$ cat src/rtl/sap1_pkg.sv
// Shared SAP-1 controller definitions: opcodes, one-hot T-state encoding and control word layout.
package sap1_pkg;

    localparam logic [3:0] OP_LDA = 4'h0;
    localparam logic [3:0] OP_ADD = 4'h1;
    localparam logic [3:0] OP_SUB = 4'h2;
    localparam logic [3:0] OP_OUT = 4'hE;
    localparam logic [3:0] OP_HLT = 4'hF;

    typedef enum logic [5:0] {
        T1 = 6'b000001,
        T2 = 6'b000010,
        T3 = 6'b000100,
        T4 = 6'b001000,
        T5 = 6'b010000,
        T6 = 6'b100000
    } t_state_e;

    typedef struct packed {
        logic cp;
        logic ep;
        logic lm_n;
        logic ce_n;
        logic li_n;
        logic ei_n;
        logic la_n;
        logic ea;
        logic su;
        logic eu;
        logic lb_n;
        logic lo_n;
    } ctrl_t;

    localparam ctrl_t CTRL_IDLE = '{
        cp:   1'b0,
        ep:   1'b0,
        lm_n: 1'b1,
        ce_n: 1'b1,
        li_n: 1'b1,
        ei_n: 1'b1,
        la_n: 1'b1,
        ea:   1'b0,
        su:   1'b0,
        eu:   1'b0,
        lb_n: 1'b1,
        lo_n: 1'b1
    };

endpackage

$ cat src/rtl/sap1_ring_counter.sv
// Six-state one-hot T-state ring with freeze, early return to T1 and illegal-state recovery.
module sap1_ring_counter
    import sap1_pkg::*;
(
    input  logic       clk_i,
    input  logic       rstn_i,
    input  logic       freeze_i,
    input  logic       early_end_i,
    output logic [5:0] t_state_o
);

    t_state_e state_q;
    t_state_e state_d;

    always_ff @(posedge clk_i or negedge rstn_i) begin
        if (!rstn_i) begin
            state_q <= T1;
        end else begin
            state_q <= state_d;
        end
    end

    // Any non-one-hot pattern falls to the default arm, even while frozen.
    always_comb begin
        state_d = T1;
        case (state_q)
            T1, T2, T3, T4, T5, T6: begin
                if (freeze_i) begin
                    state_d = state_q;
                end else if (early_end_i) begin
                    state_d = T1;
                end else begin
                    case (state_q)
                        T1:      state_d = T2;
                        T2:      state_d = T3;
                        T3:      state_d = T4;
                        T4:      state_d = T5;
                        T5:      state_d = T6;
                        default: state_d = T1;
                    endcase
                end
            end
            default: state_d = T1;
        endcase
    end

    assign t_state_o = state_q;

endmodule

$ cat src/rtl/sap1_controller.sv
// SAP-1 control sequencer: ring counter, opcode decode and sticky halt flag.
// Build option SAP1_VARIABLE_CYCLE_EN ends LDA/OUT/NOP after their last active T-state.
module sap1_controller
    import sap1_pkg::*;
#(
    parameter int unsigned OPCODE_W = 4
) (
    input  logic                clk_i,
    input  logic                rstn_i,
    input  logic [OPCODE_W-1:0] opcode_i,
    output logic                cp_o,
    output logic                ep_o,
    output logic                lm_n_o,
    output logic                ce_n_o,
    output logic                li_n_o,
    output logic                ei_n_o,
    output logic                la_n_o,
    output logic                ea_o,
    output logic                su_o,
    output logic                eu_o,
    output logic                lb_n_o,
    output logic                lo_n_o,
    output logic                halt_o,
    output logic [5:0]          t_state_o
);

    logic [3:0] op;
    logic [5:0] t_state;
    logic       halt_q;
    logic       early_end;
    ctrl_t      ctrl;

    assign op = 4'(opcode_i);

    sap1_ring_counter u_ring (
        .clk_i       (clk_i),
        .rstn_i      (rstn_i),
        .freeze_i    (halt_q),
        .early_end_i (early_end),
        .t_state_o   (t_state)
    );

    // Halt is taken on the edge ending T4 of HLT; the ring then freezes at T5.
    always_ff @(posedge clk_i or negedge rstn_i) begin
        if (!rstn_i) begin
            halt_q <= 1'b0;
        end else if (t_state == T4 && op == OP_HLT) begin
            halt_q <= 1'b1;
        end
    end

`ifdef SAP1_VARIABLE_CYCLE_EN
    always_comb begin
        early_end = 1'b0;
        case (t_state)
            T4: begin
                if (op != OP_LDA && op != OP_ADD && op != OP_SUB && op != OP_HLT) begin
                    early_end = 1'b1;
                end
            end
            T5: begin
                if (op == OP_LDA) begin
                    early_end = 1'b1;
                end
            end
            default: early_end = 1'b0;
        endcase
    end
`else
    assign early_end = 1'b0;
`endif

    always_comb begin
        ctrl = CTRL_IDLE;
        if (!halt_q) begin
            case (t_state)
                T1: begin
                    ctrl.ep   = 1'b1;
                    ctrl.lm_n = 1'b0;
                end
                T2: begin
                    ctrl.cp = 1'b1;
                end
                T3: begin
                    ctrl.ce_n = 1'b0;
                    ctrl.li_n = 1'b0;
                end
                T4: begin
                    case (op)
                        OP_LDA, OP_ADD, OP_SUB: begin
                            ctrl.ei_n = 1'b0;
                            ctrl.lm_n = 1'b0;
                        end
                        OP_OUT: begin
                            ctrl.ea   = 1'b1;
                            ctrl.lo_n = 1'b0;
                        end
                        default: ;
                    endcase
                end
                T5: begin
                    case (op)
                        OP_LDA: begin
                            ctrl.ce_n = 1'b0;
                            ctrl.la_n = 1'b0;
                        end
                        OP_ADD, OP_SUB: begin
                            ctrl.ce_n = 1'b0;
                            ctrl.lb_n = 1'b0;
                            ctrl.su   = (op == OP_SUB);
                        end
                        default: ;
                    endcase
                end
                T6: begin
                    if (op == OP_ADD || op == OP_SUB) begin
                        ctrl.eu   = 1'b1;
                        ctrl.la_n = 1'b0;
                        ctrl.su   = (op == OP_SUB);
                    end
                end
                default: ;
            endcase
        end
    end

    assign cp_o      = ctrl.cp;
    assign ep_o      = ctrl.ep;
    assign lm_n_o    = ctrl.lm_n;
    assign ce_n_o    = ctrl.ce_n;
    assign li_n_o    = ctrl.li_n;
    assign ei_n_o    = ctrl.ei_n;
    assign la_n_o    = ctrl.la_n;
    assign ea_o      = ctrl.ea;
    assign su_o      = ctrl.su;
    assign eu_o      = ctrl.eu;
    assign lb_n_o    = ctrl.lb_n;
    assign lo_n_o    = ctrl.lo_n;
    assign halt_o    = halt_q;
    assign t_state_o = t_state;

endmodule

$ cat config.mk
export PLATFORM = sky130hd
export DESIGN_NAME = sap1_controller
export DESIGN_NICKNAME = d
export VERILOG_FILES = /design/src/rtl/sap1_pkg.sv /design/src/rtl/sap1_ring_counter.sv /design/src/rtl/sap1_controller.sv
export SDC_FILE = /design/constraint.sdc
export NUM_CORES = 1
export LEC_CHECK = 0
export CAP_MARGIN = 30
export CELL_PAD_IN_SITES_DETAIL_PLACEMENT = 1
export CELL_PAD_IN_SITES_GLOBAL_PLACEMENT = 2
export CORE_ASPECT_RATIO = 1.2
export CORE_MARGIN = 2
export CORE_UTILIZATION = 22
export CTS_CLUSTER_SIZE = 20
export DETAILED_ROUTE_END_ITERATION = 7
export PLACE_DENSITY_LB_ADDON = 0.1
export SYNTH_ARGS = -nofsm -noshare
export SYNTH_HDL_FRONTEND = slang
export SYNTH_SLANG_ARGS = --single-unit
$ cat constraint.sdc
create_clock -name clk_i -period 3.24 [get_ports clk_i]
set_input_delay 0.81 -clock clk_i [delete_from_list [all_inputs] [get_ports clk_i]]
set_output_delay 0.81 -clock clk_i [all_outputs]
set_load 0.005 [all_outputs]
==> summary.txt, run 1 <==
GRT
  • Gr ovfl total: 0
  • Gr usage total: 0.1510
  • Pin count of the biggest net entering global routing: 17
  • Global-route wire length before repair: 3422 um
  • Number of global-route vias before repair: 741
  • Initial antenna violation count: 0

Yosys
  • Synth Instances: 77
  • Syn_nets: 83
  • Synth warn: 0
  • Synth Cell Area: 603.1 um2
  • Post-synthesis sequential area ratio: 0.2925
  • Mean post-synth cell area: 7.832 um2
  • Yosys reg bits: 7
  • Distinct cells, synth: 31

Final layout
  • Proportion of layout cells with a drive suffix above 1: 0.2586
  • Area Overhead vs Synth: 71.99%
  • Fillers: 330
  • Antenna cells: 0
  • Non-Filler Instances: 149
  • Nets: 123

Route
  • Routed Antenna Nets: 0
  • Average wire per standard cell: 13.54 um
  • Via count: 745
  • Final wirelength: 2018 um
  • Initial DRC Count: 7
  • DRC violations left: 0
  • Pre-antenna DRT Iters: 4
  • Vias per std cell: 5.000

Critical path
  • Crit path launch type: input port
  • CP Max Fanout: 4
  • Worst setup EP type: output port
  • Critical Path RT: 2.43 ns
  • WP data arrival: 2.36 ns
  • Critical Path Start: opcode_i[1]
  • Kind of critical path: in -> out
  • Critical R2R Launch: u_ring.t_state_o[1]

Power and ir drop
  • PnR Total Power: 0.0006306 W
  • Max VDD drop: 0.2526 mV
  • Pwr dens: 607.9 mW/mm2
  • Leakage: 0.4535 nW

Place
  • PortBufs: 24
  • Placed cells: 145
  • DP HPWL: 1561 um
  • Place WS: -0.2349 ns
  • GPL Wtd Cong: 0.6668

Timing
  • Slew Viols, Final: 0
  • Worst-Margin Slew: 0.3074 ns
  • Clock skew after layout: 0.006101 ns
  • Unrepaired setup endpoints after global routing: no
  • Max Fclk: 315.3 MHz
  • Worst slew margin: 0.7922
  • WHS: 0.5683 ns
  • Setup Viol. Count Final: 0
  • TNS Setup: 0 ns
  • Crit share post-route: 0.9789
  • Min Tclk post-route: 3.172 ns
  • Final count of hold timing violations: 0
  • Post-route setup slack: 0.06848 ns

CTS
  • Clock latency on the worst-skew pair: 0.25 ns
  • Clock tree sinks: 7
  • CTS Buffer Depth: 2
  • H-Tree Depth: 1
  • Clock Pin Slew Worst Setup and Hold Paths: 0.05 ns
  • Hold-fix buffer count after cts: 0
  • CTS root buffer: clkbuf_4
  • Clock buffer count from CTS: 3
  • CTS tree: done

Floorplan
  • Core Area: 0.002577 mm2
  • Chip Width: 51.80 um
  • Ports: 25
  • Die Area: 0.003178 mm2
  • Chip height: 61.36 um
  • Row count: 20
  • Initial Util: 0.2340

Min path
  • HP Class: reg -> reg
  • HP Start: u_ring.t_state_o[2]

Job
  • Max-cap viol count: 0

Outcome
  • Status: finished, final reports clean
==> registers in the layout, summed over array words and instances, names as in the netlist <==
signal            cells
u_ring.t_state_o      6
halt_o                1
==> layer usage <==
metal,GRT usage,routed length [um],up-vias
met2,0.2692,1076,24
met5,0,0,-
li1,-,-,359
met3,0.01456,69,4
met4,0.1128,51,0
met1,0.1672,821,358
==> cell type report <==
type	instances	area, um2	area share
Timing Repair Buffer	39	349.1	0.3366
Clock buffer	4	26.28	0.02533
Multi-Input combinational cell	66	444.2	0.4282
Sequential cell	7	176.4	0.1701
Tap cell	33	41.29	0.03981
==> metrics by stage <==
stage | utilization | area (um2)
floorplan | - | 603.1
global placement | 0.3806 | 980.9
detailed placement | 0.3806 | 980.9
CTS | 0.3903 | 1006
global route | 0.4024 | 1037
finish | 0.4024 | 1037
==> cells in the final DEF, fill, tap and decap left out, drive strengths merged, types with 2 or more instances in the layout <==
cell type / count
clkdlybuf4s50: 18
buf: 15
nor2: 7
nor3: 7
o21ai: 6
dfrtp: 6
a21oi: 5
dlygate4sd2: 5
nor2b: 5
nand2b: 4
clkbuf: 4
nand2: 3
or2: 3
o21bai: 3
or4: 3
or3: 2
xor2: 2
nand4: 2
a211oi: 2
==> worst paths after layout <==
kind / to / cells past startpoint / slack [ns]
setup / recovery: ea_o / 5 / 0.07
hold / removal: u_ring.t_state_o[5] / 2 / 0.57
setup reg to reg: u_ring.t_state_o[4] / 5 / 1.66
hold reg to reg: u_ring.t_state_o[5] / 2 / 0.57
max in group asynchronous: u_ring.t_state_o[0] / 1 / 2.13
min in group asynchronous: halt_o / 1 / 0.81
==> cell usage after synthesis (all sizes together) <==
master / count / area, um2
nor4b: 1 / 8.760
xnor2: 1 / 8.760
nor2b: 5 / 31.28
or2b: 1 / 7.510
a211oi: 2 / 15.01
nand2: 3 / 11.26
buf: 1 / 5.000
dfstp: 1 / 26.28
a21o: 1 / 7.510
or3: 2 / 12.51
and4: 1 / 8.760
or4: 3 / 30.03
clkbuf: 3 / 11.26
mux2: 1 / 11.26
nor4: 1 / 6.260
o211ai: 1 / 7.510
o21ai: 6 / 30.03
nand2b: 4 / 25.02
or2: 3 / 18.77
dfrtp: 6 / 150.1
nor3: 7 / 35.03
or3b: 1 / 8.760
nor2: 7 / 26.28
o21bai: 3 / 22.52
and2b: 1 / 7.510
nand3b: 1 / 7.510
a21oi: 5 / 25.02
nand4: 2 / 12.51
nor3b: 1 / 7.510
xor2: 2 / 17.52
==> worst max-delay path: stages <==
cell and delay, ns:
clkdlybuf4s50_1 0.49, buf_4 0.16, nor2b_2 0.20, and4_1 0.20, clkdlybuf4s50_1 0.49
==> repair_timing <==
item                       4_1_cts  5_1_grt
gates resized for setup          6        6
setup buffers                    0        0
setup endpoints to repair        6        5
pin swaps                        1        1
==> cell families (layout without fill, tap and decap cells) <==
group           Yosys count  in the layout  share of synthesized area
buf+inv                   4             43                    0.02696
xor+xnor                  3              3                    0.04358
mux                       1              1                    0.01867
simple gates             44             44                     0.4399
flops                     7              7                     0.2925
compound gates           18             18                     0.1784
==> power breakdown <==
| group | internal [W] | switching, W | total (W) | leakage [nW] |
|---|---|---|---|---|
| Combinational | 0.000230 | 0.000190 | 0.000420 | 0.347 |
| Sequential | 0.000116 | 0.0000145 | 0.000130 | 0.0920 |
| Clock | 0.0000471 | 0.0000331 | 0.0000802 | 0.0150 |
Note: power is estimated with default switching activity, not from simulation.
==> run 2, diff against run 1 <==
--- a/config.mk
+++ b/config.mk
@@ -5,7 +5,7 @@
 export SDC_FILE = /design/constraint.sdc
 export NUM_CORES = 1
 export LEC_CHECK = 0
-export CAP_MARGIN = 30
+export CAP_MARGIN = 0
 export CELL_PAD_IN_SITES_DETAIL_PLACEMENT = 1
 export CELL_PAD_IN_SITES_GLOBAL_PLACEMENT = 2
 export CORE_ASPECT_RATIO = 1.2
@@ -13,6 +13,7 @@
 export CORE_UTILIZATION = 22
 export CTS_CLUSTER_SIZE = 20
 export DETAILED_ROUTE_END_ITERATION = 7
+export MAX_ROUTING_LAYER = met4
 export PLACE_DENSITY_LB_ADDON = 0.1
 export SYNTH_ARGS = -nofsm -noshare
 export SYNTH_HDL_FRONTEND = slang
==> summary.txt, run 2 (synthesis results as in run 1) <==
CTS
  • Post-CTS Setup Bufs: 0 (unchanged)
  • CTS Buffer Depth: 2 (unchanged)
  • Hold-fix buffer count after cts: 0 (unchanged)
  • CTS tree: done
  • Clock latency on the worst-skew pair: 0.26 ns (about the same)
  • CTS root buffer: clkbuf_4
  • Clock tree sinks: 7 (unchanged)
  • Clock Pin Slew Worst Setup and Hold Paths: 0.05 ns (about the same)
  • H-Tree Depth: 1 (unchanged)
  • Clock buffer count from CTS: 3 (unchanged)

Route
  • Average wire per standard cell: 13.63 um (+0.64%)
  • Vias per std cell: 4.953 (-0.94%)
  • DRC violations left: 0 (unchanged)
  • Via count: 738 (-0.94%)
  • Routed Antenna Nets: 0 (unchanged)
  • Pre-antenna DRT Iters: 4 (unchanged)
  • Initial DRC Count: 7 (unchanged)
  • Final wirelength: 2031 um (+0.64%)

Place
  • Placed cells: 145 (unchanged)
  • Place WS: -0.2349 ns (unchanged)
  • PortBufs: 24 (unchanged)
  • GPL Wtd Cong: 0.6732 (+0.96%)
  • DP HPWL: 1561 um (unchanged)
  • Placement Cell Area: 980.9 um2 (unchanged)

Timing
  • Clock skew after layout: 0.005971 ns (-0.0001295 ns)
  • Setup Viol. Count Final: 0 (unchanged)
  • Worst slew margin: 0.7920 (about the same)
  • Max Fclk: 315.3 MHz (about the same)
  • Slew Viols, Final: 0 (unchanged)
  • Min Tclk post-route: 3.172 ns (+0.00001510 ns)
  • Unrepaired setup endpoints after global routing: no
  • WHS: 0.5682 ns (-0.0001460 ns)
  • Crit share post-route: 0.9789 (about the same)
  • Worst-Margin Slew: 0.3076 ns (+0.0001903 ns)
  • Post-route setup slack: 0.06846 ns (-0.00001510 ns)
  • Final count of hold timing violations: 0 (unchanged)

Critical path
  • Crit-path leading delay family: buffers and inverters
  • Critical R2R Launch: u_ring.t_state_o[1]
  • CP max-delay cell: clkdlybuf4s50_1
  • WP data arrival: 2.36 ns (about the same)
  • Top cell by count, worst path: clkdlybuf4s50_1
  • Worst path cell trace: clkdlybuf4s50_1 -> buf_4 -> nor2b_2 -> and4_1 -> clkdlybuf4s50_1
  • Crit-path max cell delay: 0.49 ns (about the same)
  • Crit path launch type: input port
  • Critical Path RT: 2.43 ns (about the same)
  • Worst setup EP type: output port
  • Worst Path Buf+Inv: 3 (unchanged)
  • R2R depth: 5 (unchanged)
  • Critical path depth in cells: 5 (unchanged)
  • Critical Path Start: opcode_i[1]
  • CP Max Fanout: 4 (unchanged)
  • Kind of critical path: in -> out

Min path
  • HP Class: reg -> reg
  • Hold path cells: 2 (unchanged)
  • HP Start: u_ring.t_state_o[2]

Final layout
  • Non-Filler Instances: 149 (unchanged)
  • Largest register FFs: 6 (unchanged)
  • Design Area, Final: 0.001037 mm2 (unchanged)
  • Nets: 123 (unchanged)
  • Area Overhead vs Synth: 71.99% (unchanged)
  • Final core utilization: 0.4024 (unchanged)
  • Proportion of layout cells with a drive suffix above 1: 0.2586 (unchanged)
  • Commonest non-fill, non-tap cell in the layout: clkdlybuf4s50_1
  • Most frequent cells in the layout: clkdlybuf4s50_1, buf_4
  • Antenna cells: 0 (unchanged)
  • Fillers: 330 (unchanged)

GRT
  • Gr ovfl total: 0 (unchanged)
  • Gr usage total: 0.1558 (+0.004783)
  • Number of global-route vias before repair: 741 (unchanged)
  • Pin count of the biggest net entering global routing: 17 (unchanged)
  • Initial antenna violation count: 0 (unchanged)
  • Global-route wire length before repair: 3422 um (unchanged)

Floorplan
  • Initial Util: 0.2340 (unchanged)
  • Ports: 25 (unchanged)
  • Chip height: 61.36 um (unchanged)
  • Core Area: 0.002577 mm2 (unchanged)
  • Die Area: 0.003178 mm2 (unchanged)
  • Chip Width: 51.80 um (unchanged)
  • Row count: 20 (unchanged)

Power and ir drop
  • Leakage: 0.4535 nW (unchanged)
  • Max VDD drop: 0.2526 mV (about the same)
  • Pwr dens: 610.0 mW/mm2 (+0.34%)

Job
  • Max-cap viol count: 0 (unchanged)

Outcome
  • Status: finished, final reports clean
-- run 2: cell counts in the layout (fill, tap and decap cells not counted) --
Identical to the previous run, type by type.
-- run 2: metal layers --
metal	wire length [um]	track usage	vias up
met2	1079	0.2692	22
met1	828	0.1672	352
met5	0	-	-
met3	66	0.01456	4
met4	56	0.1128	0
li1	-	-	360
-- run 2: final timing paths --
kind	to	slack [ns]
setup reg to reg	u_ring.t_state_o[4]	1.66
hold / removal	u_ring.t_state_o[5]	0.57
hold reg to reg	u_ring.t_state_o[5]	0.57
setup / recovery	ea_o	0.07
max in group asynchronous	u_ring.t_state_o[0]	2.14
min in group asynchronous	halt_o	0.81
-- run 2: what timing repair did --
action                                  CTS  global route
resized for setup                         6             6
endpoints found under the setup margin    6             5
pin swaps                                 1             1
-- run 2: layout make-up --
type,count,area [um2],share of cell area
Sequential cell,7,176.4,0.1701
Multi-Input combinational cell,66,444.2,0.4282
Clock buffer,4,26.28,0.02533
Tap cell,33,41.29,0.03981
Timing Repair Buffer,39,349.1,0.3366
-- run 2: stage by stage --
stage / setup TNS, ns / power, W
finish: 0 / 0.0006327
global route: 0 / 0.0006961
CTS: 0 / 0.0006420
detailed placement: -0.7562 / 0.0005640
global placement: -0.5919 / 0.0005611
floorplan: 0 / 0.0003545
-- run 2: where the power goes --
| part | internal [W] | switching [W] |
|---|---|---|
| Combinational | 0.000230 | 0.000190 |
| Clock | 0.0000472 | 0.0000351 |
| Sequential | 0.000116 | 0.0000145 |
| Total | 0.000393 | 0.000240 |
-- run 2: worst register-to-register path, cell delays in order, from the launching register on --
cell and delay [ns]:
dfrtp_1 0.40, or3_1 0.39, or3b_1 0.40, nor2_2 0.13, buf_4 0.12, a21o_1 0.08
